`src/rtl/lc3_mem_pkg.sv`:
```
// Shared types and helpers for the LC3 multi-cycle memory-access stage.
package lc3_mem_pkg;

  typedef enum logic [1:0] {
    OP_LD  = 2'd0,
    OP_LDI = 2'd1,
    OP_ST  = 2'd2,
    OP_STI = 2'd3
  } mem_op_e;

  typedef enum logic [2:0] {
    IDLE,
    PTR,
    RD,
    WR,
    RESP
  } mem_state_e;

  localparam logic DMEM_READ  = 1'b1;
  localparam logic DMEM_WRITE = 1'b0;

  // Indirect ops always start with a pointer fetch.
  function automatic mem_state_e first_state(input mem_op_e op);
    case (op)
      OP_LD:   return RD;
      OP_ST:   return WR;
      default: return PTR;
    endcase
  endfunction

endpackage

```
`src/rtl/lc3_mem_ctrl_wait_timer.sv`:
```
// Wait-state counter: clears on request, counts while enabled, flags WAIT_MAX.
module lc3_mem_wait_timer #(
  parameter int WAIT_MAX = 15
) (
  input  logic clock,
  input  logic reset,
  input  logic i_clear,
  input  logic i_enable,
  output logic o_expired
);

  localparam int                CNT_W = $clog2(WAIT_MAX + 1);
  localparam logic [CNT_W-1:0]  MAX_C = CNT_W'(WAIT_MAX);

  logic [CNT_W-1:0] r_count;

  // Saturates at WAIT_MAX so a late clear can never observe a wrapped count.
  always_ff @(posedge clock) begin
    if (reset || i_clear) begin
      r_count <= '0;
    end else if (i_enable && (r_count != MAX_C)) begin
      r_count <= r_count + CNT_W'(1);
    end
  end

  assign o_expired = (r_count == MAX_C);

endmodule

```
`src/rtl/lc3_mem_ctrl.sv`:
```
// LC3 multi-cycle memory-access stage: LD/LDI/ST/STI over an ack handshake,
// with a wait-state timeout that aborts to an error response.
module lc3_mem_ctrl
  import lc3_mem_pkg::*;
#(
  parameter int DATA_W   = 16,
  parameter int ADDR_W   = 16,
  parameter int WAIT_MAX = 15
) (
  input  logic              clock,
  input  logic              reset,
  input  logic              req_valid,
  output logic              req_ready,
  input  logic [1:0]        req_op,
  input  logic [ADDR_W-1:0] req_addr,
  input  logic [DATA_W-1:0] req_data,
  output logic              dmem_en,
  output logic              dmem_rd,
  output logic [ADDR_W-1:0] dmem_addr,
  output logic [DATA_W-1:0] dmem_din,
  input  logic [DATA_W-1:0] dmem_dout,
  input  logic              dmem_ack,
  output logic              resp_valid,
  output logic [DATA_W-1:0] resp_data,
  output logic              resp_err,
  output logic              busy
);

  mem_state_e        r_state;
  mem_op_e           r_op;
  logic              r_dmem_en;
  logic              r_dmem_rd;
  logic [ADDR_W-1:0] r_dmem_addr;
  logic [DATA_W-1:0] r_dmem_din;
  logic              r_resp_valid;
  logic [DATA_W-1:0] r_resp_data;
  logic              r_resp_err;

  logic w_accept;
  logic w_access;
  logic w_ack;
  logic w_ptr_done;
  logic w_expired;

  assign w_accept   = req_valid && (r_state == IDLE);
  assign w_access   = (r_state == PTR) || (r_state == RD) || (r_state == WR);
  // Acks only count while the strobe is up; stray acks are dropped here.
  assign w_ack      = r_dmem_en && dmem_ack;
  assign w_ptr_done = (r_state == PTR) && w_ack;

  lc3_mem_wait_timer #(
    .WAIT_MAX (WAIT_MAX)
  ) u_wait_timer (
    .clock     (clock),
    .reset     (reset),
    .i_clear   (!w_access || w_ptr_done),
    .i_enable  (w_access && !w_ack),
    .o_expired (w_expired)
  );

  // NOTE: reset is synchronous here; all state uses non-blocking assignment.
  always_ff @(posedge clock) begin
    if (reset) begin
      r_state      <= IDLE;
      r_op         <= OP_LD;
      r_dmem_en    <= 1'b0;
      r_dmem_rd    <= DMEM_READ;
      r_dmem_addr  <= '0;
      r_dmem_din   <= '0;
      r_resp_valid <= 1'b0;
      r_resp_data  <= '0;
      r_resp_err   <= 1'b0;
    end else begin
      r_resp_valid <= 1'b0;
      case (r_state)
        IDLE: begin
          if (w_accept) begin
            r_op        <= mem_op_e'(req_op);
            r_dmem_addr <= req_addr;
            r_dmem_din  <= req_data;
            r_dmem_rd   <= (mem_op_e'(req_op) == OP_ST) ? DMEM_WRITE : DMEM_READ;
            r_resp_data <= '0;
            r_resp_err  <= 1'b0;
            r_state     <= first_state(mem_op_e'(req_op));
          end
        end
        PTR, RD, WR: begin
          // Each access state spends its first cycle with the strobe low.
          if (!r_dmem_en) begin
            r_dmem_en <= 1'b1;
          end else if (dmem_ack) begin
            r_dmem_en <= 1'b0;
            if (r_state == PTR) begin
              r_dmem_addr <= dmem_dout[ADDR_W-1:0];
              r_dmem_rd   <= (r_op == OP_LDI) ? DMEM_READ : DMEM_WRITE;
              r_state     <= (r_op == OP_LDI) ? RD : WR;
            end else begin
              if (r_state == RD) r_resp_data <= dmem_dout;
              r_resp_valid <= 1'b1;
              r_state      <= RESP;
            end
          end else if (w_expired) begin
            r_dmem_en    <= 1'b0;
            r_resp_err   <= 1'b1;
            r_resp_data  <= '0;
            r_resp_valid <= 1'b1;
            r_state      <= RESP;
          end
        end
        RESP:    r_state <= IDLE;
        default: r_state <= IDLE;
      endcase
    end
  end

  assign req_ready  = (r_state == IDLE);
  assign busy       = (r_state != IDLE);
  assign dmem_en    = r_dmem_en;
  assign dmem_rd    = r_dmem_rd;
  assign dmem_addr  = r_dmem_addr;
  assign dmem_din   = r_dmem_din;
  assign resp_valid = r_resp_valid;
  assign resp_data  = r_resp_data;
  assign resp_err   = r_resp_err;

endmodule
```
`config.mk`:
```
export PLATFORM = sky130hd
export DESIGN_NAME = lc3_mem_ctrl
export DESIGN_NICKNAME = d
export VERILOG_FILES = /design/src/rtl/lc3_mem_pkg.sv /design/src/rtl/lc3_mem_ctrl_wait_timer.sv /design/src/rtl/lc3_mem_ctrl.sv
export SDC_FILE = /design/constraint.sdc
export NUM_CORES = 1
export LEC_CHECK = 0
export BUFFER_PORTS_ARGS = -buffer_cell sky130_fd_sc_hd__buf_4
export CAP_MARGIN = 10
export CORE_MARGIN = 2
export CORE_UTILIZATION = 52
export DETAILED_ROUTE_END_ITERATION = 12
export PLACE_DENSITY_LB_ADDON = 0.2
export SYNTH_ARGS = -nofsm -noshare
export SYNTH_HDL_FRONTEND = slang
export SYNTH_SLANG_ARGS = --single-unit
```
`constraint.sdc`:
```
create_clock -name clock -period 2.9 [get_ports clock]
set_input_delay 0.435 -clock clock [delete_from_list [all_inputs] [get_ports clock]]
set_output_delay 0.435 -clock clock [all_outputs]
set_load 0.1 [all_outputs]
```
==> results of run 1 <==
==> worst min-delay path, cell delays in order <==
cell and delay, ps:
buf_4 110, nand2_1 40, a21oi_1 50
==> power by group <==
part | switching [mW] | total, mW | internal [mW]
clock | 0.326 | 0.678 | 0.352
combinational | 0.790 | 1.06 | 0.267
sequential | 0.0521 | 0.965 | 0.913
total | 1.17 | 2.70 | 1.53
==> path summary, 6_finish.rpt <==
path	cells past startpoint	from	slack [ps]	end
worst max-delay path	4	r_state[1]	680	resp_data[6]
worst min-delay path	3	req_data[7]	340	dmem_din[7]
worst max register to register	4	r_state[1]	680	resp_data[6]
worst min register to register	2	r_op[0]	450	r_op[0]
==> stage by stage <==
stage                     power [mW]  cell area, um2
after floorplan                1.821            2689
after global placement         2.029            3477
after detailed placement       2.040            3477
after CTS                      2.713            3655
after global routing           2.817            3655
final                          2.700            3655
==> layer usage <==
metal	routed length [um]	vias up	track usage (%)
li1	-	1234	-
met2	3315	84	41.07
met5	0	-	0
met1	2974	1161	29.39
met3	387	8	6.786
met4	76	0	8.727
==> Yosys cell counts (all sizes together) (2+ instances only) <==
master / instances / area (um2)
nand2: 88 / 330.3
dfxtp: 61 / 1221
nor2: 25 / 93.84
a21oi: 21 / 105.1
nand2b: 18 / 112.6
mux2i: 17 / 170.2
a311oi: 16 / 221.5
buf: 15 / 98.84
clkbuf: 7 / 26.28
inv: 3 / 11.26
nor3: 3 / 25.02
or3: 3 / 18.77
xor2: 3 / 26.28
a211oi: 2 / 27.53
nand3: 2 / 15.01
nand3b: 2 / 15.01
nor4: 2 / 12.51
o21a: 2 / 15.01
o21ai: 2 / 10.01
==> flip-flops by register name (all words and copies together), names as in the netlist <==
signal / cells
dmem_addr: 16
dmem_din: 16
dmem_en: 1
dmem_rd: 1
r_op: 2
r_state: 3
resp_data: 16
resp_err: 1
resp_valid: 1
u_wait_timer.r_count: 4
==> final cells by class <==
type                       instances  area share, %
clock buffer                      12          4.245
clock inverter                     4         0.6162
inverter                           3         0.3081
multi-input combinational        220          36.43
sequential                        61          33.41
tap                               70          2.396
timing repair buffer             110          22.59
==> cells by family (layout without fill, tap and decap cells) <==
group / count (synthesis) / in the layout
and+or+nand+nor: 148 / 148
DFF: 61 / 61
AOI/OAI and AO/OA: 51 / 51
buffers and inverters: 25 / 129
muxes: 17 / 17
xor gates and xnor gates: 3 / 3
adders and majority gates: 1 / 1
==> run_results.csv, run 1 <==
group,metric,value,unit
timing,setup_tns,0,ps
setup_path,cp_slowest_stage_delay,870,ps
clock_tree,clockRootBuffer,"clkbuf_8",
timing,final-hold-violation-count,0,
yosys,synth_nets,361,
setup_path,worst_ep_arrival_time,2480,ps
global_route,grt_pass1_vias,2377,
clock_tree,cts_max_level,3,
yosys,synth_area_per_cell,8.787,um2
yosys,synth_top_family_by_area,"simple AND/OR/NAND/NOR gates",
detailed_routing,drc,0,
detailed_routing,first_iter_violations,151,
setup_path,cp_max_fo,16,
detailed_routing,drt_wl_total,6754,um
setup_path,worstSetupPathType,"flop to flop",
clock_tree,clk_latency,340,ps
layout,n_antenna_cell,0,
setup_path,crit_required,3160,ps
clock_tree,cts_resized,0,
timing,hold_slack,341.2,ps
pwr,peakVddDrop,0.0006295,V
global_route,grt_usage,24.19,%
layout,seqCellArea,0.001221,mm2
timing,fin_crit_sh,76.64,%
yosys,synth_cell_types,39,
placed_design,dp_cells,464,
clock_tree,clock-sinks,61,
timing,rsz0062_at_grt,"false",
layout,multiInputGateArea,0.001331,mm2
timing,setup_slack,677.4,ps
detailed_routing,wl_per_cell,14.07,um
detailed_routing,vias,2487,
detailed_routing,firstDrtPassIters,4,
layout,final-instance-count-excl-fill,480,
clock_tree,cts_made_buffers,9,
placed_design,hpwl,4633,um
die,start_util,53.33,%
die,rows,26,
die,io_pins,108,
clock_tree,cts_tree,"built",
placed_design,gp_congestion,0.8216,
detailed_routing,ant_nets,0,
layout,layout-drive-gt1-share,35.37,%
global_route,grt-ovfl-total,0,
yosys,synth-async-reset-ratio,0,%
timing,skew,8.858,ps
clock_tree,cts.clk_slew.worst_paths,70,ps
timing,setup_violations,0,
clock_tree,ctsLongestPathBuffers,2,
global_route,grt_max_degree,60,
setup_path,cp_num_buf_inv,0,
timing,drv_slew,0,
pwr,powerDensity,738.7,mW/mm2
layout,nNetsFinal,460,
yosys,ys_ff_latch,61,
status,outcome,"finished clean",
timing,period_needed,2223,ps
timing,worst_pin_slew,1049,ps
yosys,synthSimpleGateAreaFrac,24.76,%
layout,synthToLayoutAreaGrowth,35.92,%
layout,mostFrequentLayoutCell,"buf_4",
yosys,synthAdderAreaFrac,0.4653,%
die,die-area,0.005762,mm2
hold_path,min_path_type,"primary input to flop",
detailed_routing,via_per_inst,5.181,
layout,mostFrequentLayoutCells,"buf_4, nand2_1, dfxtp_1, nor2_1, a21oi_1",
yosys,synth-xor-area-share,0.9772,%
global_route,grt_pass1_wl,11300,um
global_route,antenna_found_initial,0,
yosys,synthMuxAreaShare,6.329,%
timing,slew_headroom,29.68,%
clock_tree,ctsHoldBuffers,0,
setup_path,cp-start-kind,"flop",
yosys,synth_edf_count,0,
die,die_w,75.91,um
yosys,synth_area,0.002689,mm2
layout,num-fill-cells,420,
pwr,p_leak,1.610,nW
clock_tree,postCtsSetupRepairBufs,0,
timing,fmax,0.4499,GHz
placed_design,detailedPlace.worstSlack,724.7,ps
yosys,syn_inst,306,
yosys,synth_compound_area_share,16.98,%
yosys,yosysSeqAreaShare,45.42,%
flow_run,drv_cap,0,
setup_path,worstSetupEndpointType,"flop",
setup_path,critical-path-top-delay-family,"simple AND/OR/NAND/NOR gates",
setup_path,crit_slowest_cell,"nor3_2",
die,die_y,75.91,um
setup_path,crit_chain,"o21bai_1 -> nor3_2 -> nand2_1 -> mux2i_1",
die,core,0.005042,mm2
placed_design,numPortBuffers,107,
yosys,ys.flop_type,"dfxtp_1",
layout,final_core_util,72.48,%
yosys,synth_warnings,0,
(Power assumes the default switching activity.)
==> inputs of run 2 (changes only) <==
--- a/config.mk
+++ b/config.mk
@@ -8,7 +8,7 @@
 export BUFFER_PORTS_ARGS = -buffer_cell sky130_fd_sc_hd__buf_4
 export CAP_MARGIN = 10
 export CORE_MARGIN = 2
-export CORE_UTILIZATION = 52
+export CORE_UTILIZATION = 43
 export DETAILED_ROUTE_END_ITERATION = 12
 export PLACE_DENSITY_LB_ADDON = 0.2
 export SYNTH_ARGS = -nofsm -noshare
==> constraint.sdc (replaced) <==
create_clock -name clock -period 2.01 [get_ports clock]
set_input_delay 0.3015 -clock clock [delete_from_list [all_inputs] [get_ports clock]]
set_output_delay 0.3015 -clock clock [all_outputs]
set_load 0.1 [all_outputs]
==> run_results.csv, run 2 (synthesized netlist as in run 1, its figures left out) <==
group,metric,value,unit
layout,synthToLayoutAreaGrowth,40.81,%
global_route,use_met3,3.877,%
detailed_routing,drt_wl_total,6692,um
global_route,grt_busiest_layer,"met2",
pwr,power_frac_seq,33.7,%
timing,setup_violations,0,
detailed_routing,firstDrtPassIters,4,
clock_tree,postCtsSetupRepairBufs,0,
global_route,grt_pass1_vias,2452,
clock_tree,ctsLongestPathBuffers,2,
die,die_y,83.08,um
global_route,grt_pass1_wl,11150,um
layout,mostFrequentLayoutCell,"buf_4",
timing,skew,5.505,ps
timing,final-hold-violation-count,0,
timing,setup_slack,89.18,ps
die,io_pins,108,
placed_design,numPortBuffers,107,
layout,layout-drive-gt1-share,37.32,%
timing,worst_pin_slew,601.8,ps
setup_path,crit_required,1710,ps
clock_tree,ctsHoldBuffers,0,
flow_run,drv_cap,0,
timing,fin_crit_sh,95.56,%
global_route,grt-ovfl-total,0,
clock_tree,clock-sinks,61,
setup_path,worstSetupPathType,"flop to primary output",
clock_tree,cts_max_level,3,
clock_tree,clockRootBuffer,"clkbuf_8",
detailed_routing,ant_nets,0,
detailed_routing,drc,0,
die,start_util,44.88,%
setup_path,r2r_start,"r_state[0]",
hold_path,min_path_type,"primary input to flop",
setup_path,worstSetupEndpointType,"primary output",
timing,period_needed,1921,ps
global_route,grtUsageMet1,25.25,%
die,die_w,83.08,um
hold_path,hp-start,"req_data[14]",
status,outcome,"finished clean",
global_route,antenna_found_initial,0,
setup_path,cp_max_fo,9,
pwr,powerDensity,1083,mW/mm2
die,core,0.005991,mm2
timing,drv_slew,0,
pwr,p_leak,1.669,nW
die,die-area,0.006901,mm2
clock_tree,cts_tree,"built",
pwr,p_sw,1.686,mW
pwr,p_sw_share,41.11,%
die,rows,28,
layout,mostFrequentLayoutCells,"buf_4, nand2_1, dfxtp_1, nor2_1, a21oi_1",
timing,rsz0062_at_grt,"false",
global_route,use_met2,32.18,%
global_route,grt_usage,19.43,%
timing,setup_tns,0,ps
clock_tree,cts_resized,0,
clock_tree,clk_latency,320,ps
pwr,p_int,2.416,mW
global_route,grt_max_degree,41,
timing,slew_headroom,59.88,%
layout,nNetsFinal,468,
placed_design,detailedPlace.worstSlack,356.9,ps
setup_path,cp-start-kind,"flop",
placed_design,gp_congestion,0.8172,
pwr,peakVddDrop,0.0006037,V
placed_design,hpwl,4862,um
detailed_routing,via_per_inst,5.032,
clock_tree,cts_made_buffers,9,
pwr,power.share.combinational,38.7,%
layout,n_antenna_cell,0,
clock_tree,cts.clk_slew.worst_paths,70,ps
setup_path,startpoint,"r_state[2]",
timing,fmax,0.5206,GHz
detailed_routing,vias,2481,
pwr,p_clk_share,27.6,%
detailed_routing,wl_per_cell,13.57,um
setup_path,worst_ep_arrival_time,1620,ps
detailed_routing,first_iter_violations,75,
run 2: cell count changes in the layout (fill, tap and decap cells not counted), sizes merged:
cell,before,now
buf,110,118
inv,3,2
bufinv,0,1
clkinvlp,1,2
clkinv,3,1
clkbuf,12,13
run 2: power by group through the flow:
stage	sequential [mW]	clock (mW)	combinational [mW]
finish	1.38	1.13	1.59
global route	1.40	1.21	1.66
CTS	1.38	1.16	1.59
detailed placement	1.41	0	1.59
global placement	1.41	0	1.57
floorplan	2.09	0	0.547
run 2: layout make-up:
| cell class | count | area (um2) |
|---|---|---|
| clock inverters | 3 | 42.54 |
| fillers | 535 | 2205 |
| repair buffers | 118 | 910.9 |
| multi-input cells | 220 | 1333 |
| well taps | 75 | 93.84 |
| flip-flops and latches | 61 | 1222 |
| clock buffers | 13 | 168.9 |
| inverters | 3 | 15.01 |
run 2: critical path, cell delays in order (launching register included):
cell,delay (ps)
dfxtp_1,370
or3_2,560
clkinvlp_4,90
buf_4,280
run 2: metrics by stage:
stage          utilization [%]  instances  cell area (um2)  total power [mW]  hold slack (ps)
2_1_floorplan                -        306             2695             2.633            431.8
3_3_place_gp             59.67        477             3575             2.980            440.6
3_5_place_dp             59.67        477             3575             3.001            447.3
4_1_cts                  63.20        493             3786             4.136            210.0
5_1_grt                  63.20        493             3786             4.266            219.4
6_report                 63.20        493             3786             4.102            222.6
run 2: layer usage:
layer  up-vias  wire length [um]
li1       1249                 -
met3         8               381
met2        77              3229
met5         -                 0
met4         0                74
met1      1147              3007
run 2: final timing paths:
path	depth (start not counted)	slack, ps	to
worst max register to register	6	360	dmem_addr[11]
worst max-delay path	3	90	req_ready
worst min-delay path	3	220	dmem_din[14]
worst min register to register	2	450	r_op[0]
